[config.mk]
export PLATFORM = sky130hd
export DESIGN_NAME = hazard_ctrl
export DESIGN_NICKNAME = d
export VERILOG_FILES = /design/src/rtl/hazard_ctrl_pkg.sv /design/src/rtl/hazard_ctrl_load_use_detect.sv /design/src/rtl/hazard_ctrl.sv
export SDC_FILE = /design/constraint.sdc
export NUM_CORES = 1
export LEC_CHECK = 0
export ABC_AREA = 1
export BUFFER_PORTS_ARGS = -buffer_cell sky130_fd_sc_hd__buf_2
export CAP_MARGIN = 20
export CELL_PAD_IN_SITES_DETAIL_PLACEMENT = 0
export CELL_PAD_IN_SITES_GLOBAL_PLACEMENT = 1
export CORE_UTILIZATION = 34
export CTS_CLUSTER_DIAMETER = 50
export DETAILED_ROUTE_END_ITERATION = 6
export GPL_TIMING_DRIVEN = 0
export PLACE_DENSITY_LB_ADDON = 0.1
export REMOVE_ABC_BUFFERS = 1
export SETUP_SLACK_MARGIN = 0.15
export SYNTH_ARGS = -nofsm -noshare
export SYNTH_HDL_FRONTEND = slang
export SYNTH_HIERARCHICAL = 1
export SYNTH_SLANG_ARGS = --single-unit
[constraint.sdc]
create_clock -name clk -period 1.61 [get_ports clk]
set_clock_uncertainty 0.05 [all_clocks]
set_input_delay 0.0805 -clock clk [delete_from_list [all_inputs] [get_ports clk]]
set_output_delay 0.0805 -clock clk [all_outputs]
set_load 0.01 [all_outputs]
[src/rtl/hazard_ctrl_pkg.sv]
// Shared hazard-bus encodings, controller state encodings and small helpers
// for the pipeline hazard controller.
package hazard_ctrl_pkg;

    localparam logic [3:0] HAZ_NONE    = 4'h0;
    localparam logic [3:0] FLUSH_ALL   = 4'h1;
    localparam logic [3:0] FLUSH_EARLY = 4'h2;
    localparam logic [3:0] STALL_EARLY = 4'h3;
    localparam logic [3:0] STALL_MMU   = 4'h4;

    localparam logic [2:0] STAGE_IF  = 3'd0;
    localparam logic [2:0] STAGE_ID  = 3'd1;
    localparam logic [2:0] STAGE_EX  = 3'd2;
    localparam logic [2:0] STAGE_MEM = 3'd3;
    localparam logic [2:0] STAGE_WB  = 3'd4;

    typedef enum logic [1:0] {
        HZ_RUN        = 2'd0,
        HZ_MMU_WAIT   = 2'd1,
        HZ_TRAP_DRAIN = 2'd2
    } hz_state_e;

    // Both stall flavours freeze PC and IF/ID; flushes never do.
    function automatic logic is_front_hold(input logic [3:0] haz);
        return (haz == STALL_EARLY) || (haz == STALL_MMU);
    endfunction

endpackage

[src/rtl/hazard_ctrl_load_use_detect.sv]
// Combinational load-use detector: the ID instruction reads a register that
// the load currently in EX is about to write.
module load_use_detect (
    input  logic [4:0] id_rs1,
    input  logic [4:0] id_rs2,
    input  logic       id_uses_rs1,
    input  logic       id_uses_rs2,
    input  logic [4:0] ex_rd,
    input  logic       ex_mem_read,
    output logic       load_use
);

    logic rs1_match;
    logic rs2_match;

    assign rs1_match = id_uses_rs1 && (id_rs1 == ex_rd);
    assign rs2_match = id_uses_rs2 && (id_rs2 == ex_rd);
    // x0 is never a real dependency.
    assign load_use  = ex_mem_read && (ex_rd != 5'd0) && (rs1_match || rs2_match);

endmodule

[src/rtl/hazard_ctrl.sv]
// Central hazard controller: fixed-priority resolution of trap, MMU, branch and
// load-use hazards onto the shared hazard bus, with trap-drain / MMU-wait FSM.
module hazard_ctrl
    import hazard_ctrl_pkg::*;
#(
    parameter int TRAP_FLUSH_CYCLES = 3,
    parameter int MMU_TIMEOUT       = 256,
    parameter int COUNT_W           = 32
) (
    input  logic               clk,
    input  logic               rst,
    input  logic [4:0]         id_rs1,
    input  logic [4:0]         id_rs2,
    input  logic               id_uses_rs1,
    input  logic               id_uses_rs2,
    input  logic [4:0]         ex_rd,
    input  logic               ex_mem_read,
    input  logic               ex_branch_taken,
    input  logic               trap_req,
    input  logic               mmu_busy,
    output logic [3:0]         hazard_signal,
    output logic               front_hold,
    output logic               trap_ack,
    output logic [COUNT_W-1:0] stall_count,
    output logic               mmu_timeout
);

    localparam int CNT_W      = $clog2(TRAP_FLUSH_CYCLES + 1);
    localparam int MC_W       = $clog2(MMU_TIMEOUT + 1);
    localparam int DRAIN_INIT = (TRAP_FLUSH_CYCLES > 1) ? TRAP_FLUSH_CYCLES - 2 : 0;
    localparam logic [MC_W-1:0] MC_MAX = MC_W'(MMU_TIMEOUT);

    hz_state_e          state_q, state_d;
    logic [CNT_W-1:0]   cnt_q, cnt_d;
    logic [MC_W-1:0]    mmu_cnt_q, mmu_cnt_d;
    logic [COUNT_W-1:0] stall_count_q;
    logic               mmu_timeout_q;
    logic [3:0]         haz_d;
    logic               ack_d;
    logic               load_use;

    load_use_detect u_load_use_detect (
        .id_rs1      (id_rs1),
        .id_rs2      (id_rs2),
        .id_uses_rs1 (id_uses_rs1),
        .id_uses_rs2 (id_uses_rs2),
        .ex_rd       (ex_rd),
        .ex_mem_read (ex_mem_read),
        .load_use    (load_use)
    );

    always_comb begin
        haz_d     = HAZ_NONE;
        ack_d     = 1'b0;
        state_d   = state_q;
        cnt_d     = cnt_q;
        mmu_cnt_d = mmu_cnt_q;
        case (state_q)
            HZ_RUN, HZ_MMU_WAIT: begin
                if (trap_req) begin
                    haz_d     = FLUSH_ALL;
                    ack_d     = 1'b1;
                    state_d   = (TRAP_FLUSH_CYCLES > 1) ? HZ_TRAP_DRAIN : HZ_RUN;
                    cnt_d     = CNT_W'(DRAIN_INIT);
                    mmu_cnt_d = '0;
                end else if (mmu_busy) begin
                    haz_d   = STALL_MMU;
                    state_d = HZ_MMU_WAIT;
                    if (state_q == HZ_RUN)
                        mmu_cnt_d = MC_W'(1);
                    else if (mmu_cnt_q != MC_MAX)
                        mmu_cnt_d = mmu_cnt_q + MC_W'(1);
                end else begin
                    // Branch wins over load-use: the flushed ID op makes the stall moot.
                    state_d   = HZ_RUN;
                    mmu_cnt_d = '0;
                    if (ex_branch_taken)
                        haz_d = FLUSH_EARLY;
                    else if (load_use)
                        haz_d = STALL_EARLY;
                end
            end
            HZ_TRAP_DRAIN: begin
                haz_d = FLUSH_ALL;
                if (cnt_q == '0)
                    state_d = HZ_RUN;
                else
                    cnt_d = cnt_q - CNT_W'(1);
            end
            default: state_d = HZ_RUN;
        endcase
    end

    assign hazard_signal = rst ? HAZ_NONE : haz_d;
    assign trap_ack      = rst ? 1'b0 : ack_d;
    assign front_hold    = is_front_hold(hazard_signal);
    assign stall_count   = stall_count_q;
    assign mmu_timeout   = mmu_timeout_q;

    always_ff @(posedge clk) begin
        if (rst) begin
            state_q       <= HZ_RUN;
            cnt_q         <= '0;
            mmu_cnt_q     <= '0;
            stall_count_q <= '0;
            mmu_timeout_q <= 1'b0;
        end else begin
            state_q   <= state_d;
            cnt_q     <= cnt_d;
            mmu_cnt_q <= mmu_cnt_d;
            if (front_hold && (stall_count_q != {COUNT_W{1'b1}}))
                stall_count_q <= stall_count_q + COUNT_W'(1);
            if ((haz_d == STALL_MMU) && (mmu_cnt_d >= MC_MAX))
                mmu_timeout_q <= 1'b1;
        end
    end

endmodule

# Word level (Yosys, flattened, before mapping)
# Cells that the tools add are included.
[totals] out_inout_bits=39 elab_cells=56 latchBits=0 ram_bits=0 mem_count=0 register_bits=46 mem_bits_ro=0
[classes] bitwise_logic=0 n_reduce_logical=14 n_addsub=3 n_div=0 shift=0 magnitude_cmp=1 n_mux=21 eq_ne=12 mul=0
[op_table] op="two-way mux 9 bit" n=5
[op_table] op="adder 32 x 1 -> 32 bit, second input constant" n=1
[op_table] op="inequality test 32 bit, second input constant" n=1
[op_table] op="two-way mux 2 bit" n=6
[op_table] op="equality test 5 bit" n=2
[op_table] op="adder 9 x 1 -> 9 bit, second input constant" n=1
[op_table] op=">= comparator 9 bit, second input constant" n=1
[op_table] op="inequality test 9 bit, second input constant" n=1
[op_table] op="equality test 4 x 3 -> 1 bit, second input constant" n=2
[op_table] op="case mux 2 bit (2 select lines)" n=2
[op_table] op="logical AND 1 bit" n=6
[op_table] op="two-way mux 3 bit" n=2
[op_table] op="inequality test 2 bit, second input constant" n=3
[op_table] op="case mux 3 bit (2 select lines)" n=1
[op_table] op="nonzero test 5 bit" n=1
[op_table] op="equality test 4 x 2 -> 1 bit, second input constant" n=1
[op_table] op="logical NOT 2 bit" n=2
[op_table] op="two-way mux 1 bit" n=4
[op_table] op="two-way mux 4 bit" n=1
[op_table] op="AND reduction 3 bit" n=1
[op_table] op="equality test 2 x 1 -> 1 bit, second input constant" n=1
[op_table] op="equality test 2 bit, second input constant" n=1
[op_table] op="logical OR 1 bit" n=2
[op_table] op="nonzero test 2 bit" n=1
[op_table] op="2 further kinds" n=2

# Depth between registers and ports, before layout
[logic_depth] ltp_word=13 ltp_mapped=15 depth_no_buf=14

# Cells and area by module
# Netlist, hierarchy kept.
[modules_own_cells] mod="hazard_ctrl" area_each_um2=3041.7 instances=1 seq_area_each_um2=920.9 cells_each=517
[modules_own_cells] mod="load_use_detect" area_each_um2=216.5 instances=1 seq_area_each_um2=0.0 cells_each=55

# Worst setup path before layout
# No wires, ideal clock.
[synth_path] kind="register to register" start="register stall_count_q[0] (netlist: stall_count[0])" end="register stall_count_q[9] (netlist: stall_count[9])" slack_ps=-186 t_required_ps=1420 synth_period_minus_slack_ps=1796 stages_incl_launch_ff=11 setup_ps=140 path_buffers=2 arrival_ps=1605 cell_sequence="dfxtp_1 ha_1 nand2_1 nor2_4 nand2_2 nor2_4 nand2_1 buf_2 buf_2 nand3_1 a21oi_2"
[synth_between] elab_chain_len=2
[synth_lines] element="from (decl)" line_no="hazard_ctrl.sv:36" text="logic [COUNT_W-1:0] stall_count_q;"
[synth_lines] element="from (signal assigned)" line_no="hazard_ctrl.sv:112" text="stall_count_q <= stall_count_q + COUNT_W'(1);"
[synth_lines] element="parallel branches: the longest is 2 deep, another holds adder 32 x 1 -> 32 bit"
# Parallel ways; which one is timed is not known.
# A chain may end at the register's enable or synchronous reset.

# Worst setup path in the final report
[layout_path] start="register stall_count_q[0] (netlist: stall_count[0])" end="register stall_count_q[17] (netlist: stall_count[17])"
# Same word-level chain as after synthesis.

==> flow_summary.toml <==
[clock_tree]
clock-sinks = 46
clock-root-buffer = "clkbuf_8"
clkSlewWorstSetupHoldPaths_ns = 0.11
tritoncts = "yes"
hold_buffers = 0
cts_max_level = 2
cts_buffer_depth = 2
clkLatencyLatePin_ns = 0.32
numCtsBuffers = 5

[yosys]
synthAdderAreaFrac_pct = 1.54
yosys.cell_count.top_type = "nand2_1"
ys_warn_count = 6
synth_common_cells = "nand2_1, nor2_1, inv_1, dfxtp_1, nand3_1"
ys_seq_area_share_pct = 28.3
synth_cell_types = 30
synth_top_area_share_pct = 28.3
postSynth.asyncResetShare_pct = 0
synthXorXnorAreaFrac_pct = 2.96
synth-seq-cells = 46
yosys.area.top_type = "dfxtp_1"
synth_area_um2 = 3260
syn_inst = 572
syn-mean-instance-area_um2 = 5.70
synthMuxAreaShare_pct = 0
synth-simple-area-share_pct = 45.0
synth_top_family_by_area = "simple AND/OR/NAND/NOR gates"
synth_flop_cell = "dfxtp_1"
synth-compound-area-share_pct = 10.1
synth.area.top_cells = "dfxtp_1, nand2_1, nor2_1"
synth_edf_count = 0

[drt]
wirelength_um = 10400
ant_nets = 0
first_iter_violations = 132
top_layer = "met4"
dr.pass1.iters = 4
dr_wl_met2_um = 5230
routedWlPerCell_um = 13.2
m1WireLength_um = 4800
viasPerCell = 4.70
wl_met3_um = 251
via_count = 3714
drc_errors = 0

[sta]
holdWs_ns = 0.147
period_share_pct = 104
rsz0062_at_grt = "true"
slew_violations = 0
final_hold_viol_count = 0
period_needed_ns = 1.68
max_slew_margin_pct = 64.1
worst_slew_pin_slew_ns = 0.538
fin_ws_ns = -0.0706
max_freq_mhz = 595
setup_viol = 32

[pwr]
intPower_mw = 1.65
switching_share_pct = 31.0
p_sw_uw = 740
seqPwrFrac_pct = 48.3
ir_worst_vdd_v = 0.000336
power_density_nw_per_um2 = 514
comb_power_share_pct = 17.9
p_leak_nw = 1.91
clockPowerShare_pct = 33.9

[floorplan]
die_x_um = 99.9
rows = 35
io_pins = 62
die_area_um2 = 9980
die_h_um = 99.9
start_util_pct = 35.3
coreArea_um2 = 9240

[placement]
gp_congestion = 0.846
dpl_worst_slack_ns = -1.86
hpwl_um = 6580
port_buffers = 60

[flow_run]
maxCapViolCount = 0

[critical_path]
start_kind = "register"
crit_slowest_cell = "dfxtp_2"
crit_type = "reg -> reg"
worstPathMaxFanout = 6
worst_setup_path_end_kind = "register"
required_ns = 1.82
worstPathCellList = "ha_4 > nand2_4 > nor2_4 > nand2_4 > nor2_4 > buf_6 > nand2_8 > nand4_1 > nand2_1 > nor2_1"
critPathMaxStageDelay_ns = 0.37
crit_arrival_ns = 1.89

[global_routing]
track_usage_pct = 21.5
antenna_found_initial = 0
first_global_vias = 3436
grt-ovfl-total = 0
grt_pass1_wl_um = 16800
grt_max_degree = 41

[layout]
drive_above_1_share_pct = 34.5
diodes = 0
syn_to_final_growth_pct = 42.7
n_fill_cell = 997
layout.nets = 687

[status]
outcome = "complete, but fails checks"
violations = "setup timing"

[worst_hold_path]
hold_path.class = "in -> reg"
==> power groups by stage <==
stage | Clock (mW) | Combinational (mW) | Sequential [mW]
6_report | 0.810 | 0.427 | 1.15
3_3_place_gp | 0 | 0.236 | 1.20
2_1_floorplan | 0 | 0.132 | 1.20
3_5_place_dp | 0 | 0.241 | 1.20
5_1_grt | 0.880 | 0.472 | 1.15
4_1_cts | 0.829 | 0.368 | 1.16
==> cell families after synthesis <==
group | after synthesis
fa+ha+maj | 4
compound gates | 57
simple gates | 358
flops | 46
other cells | 1
xor+xnor | 11
buf+inv | 95
==> per-stage QoR <==
step                      instance area (µm²)  instances  power (mW)  TNS, ns  utilization (%)
final                                    4650        790        2.39    -1.06             50.3
after global routing                     4650        790        2.51    -3.44             50.3
after CTS                                4350        782        2.36   -0.210             47.1
after detailed placement                 3640        747        1.44   -54.34             39.4
after global placement                   3630        747        1.43   -73.63             39.3
after floorplan                          3170        558        1.33   -34.18                -
==> cell usage in the layout (no fill, tap or decap), types with 2 or more instances in the layout <==
| master | synthesis | final |
|---|---|---|
| xnor2_1 | 3 | 3 |
| inv_6 | 0 | 3 |
| dfxtp_4 | 0 | 12 |
| nand3_1 | 43 | 32 |
| o21ai_1 | 1 | 4 |
| nor2_1 | 79 | 65 |
| o21ai_4 | 0 | 2 |
| inv_1 | 78 | 71 |
| nor3_1 | 4 | 2 |
| ha_1 | 4 | 2 |
| nand2_4 | 0 | 8 |
| buf_2 | 6 | 53 |
| inv_4 | 0 | 2 |
| dfxtp_2 | 0 | 21 |
| dfxtp_1 | 46 | 13 |
| nor2_4 | 3 | 11 |
| o21ai_0 | 16 | 9 |
| buf_12 | 0 | 4 |
| inv_2 | 2 | 6 |
| buf_6 | 1 | 12 |
| clkbuf_8 | 0 | 5 |
| nand3_4 | 0 | 2 |
| a21oi_1 | 28 | 24 |
| nand2_8 | 0 | 8 |
| buf_4 | 2 | 18 |
| o21ai_2 | 0 | 3 |
| nand3b_1 | 2 | 2 |
| nor2_2 | 2 | 8 |
| xor2_1 | 8 | 8 |
| nand2_1 | 213 | 186 |
| nand2_2 | 3 | 20 |
| ha_4 | 0 | 2 |
| nand3_2 | 0 | 9 |
| nand4_1 | 8 | 8 |
| a21oi_2 | 10 | 14 |
==> metal layers <==
layer	track usage, %	up-vias
met5	0	-
met4	5.32	0
met3	2.51	10
met2	39.2	60
met1	26.7	1686
li1	-	1958
==> final cells by class <==
class | count | area, µm² | share of cell area (%)
well taps | 129 | 161 | 3.47
clock inverters | 3 | 26.3 | 0.565
multi-input cells | 438 | 2440 | 52.6
flip-flops and latches | 46 | 992 | 21.3
clock buffers | 5 | 68.8 | 1.48
inverters | 81 | 314 | 6.76
repair buffers | 88 | 641 | 13.8
==> repair_timing <==
action / CTS / global route
buffers inserted: 20 / 7
cloned: 7 / 1
pin swaps: 37 / 30
resized for setup: 109 / 67
endpoints found under the setup margin: 49 / 43
==> worst paths after layout <==
path | startpoint | endpoint | slack, ns | depth (start not counted)
setup reg to reg | stall_count[0] | stall_count[17] | -0.07 | 10
hold / removal | trap_req | state_q[1] | 0.15 | 5
hold reg to reg | mmu_timeout | mmu_timeout | 0.40 | 2
setup / recovery | stall_count[0] | stall_count[17] | -0.07 | 10
==> worst max-delay path, delay by kind of cell, from the launching register on <==
family	cells	cell delay [ns]
simple gates	8	0.85
flops	1	0.37
buf+inv	1	0.18
fa+ha+maj	1	0.17
Note: power is estimated with default switching activity, not from simulation.
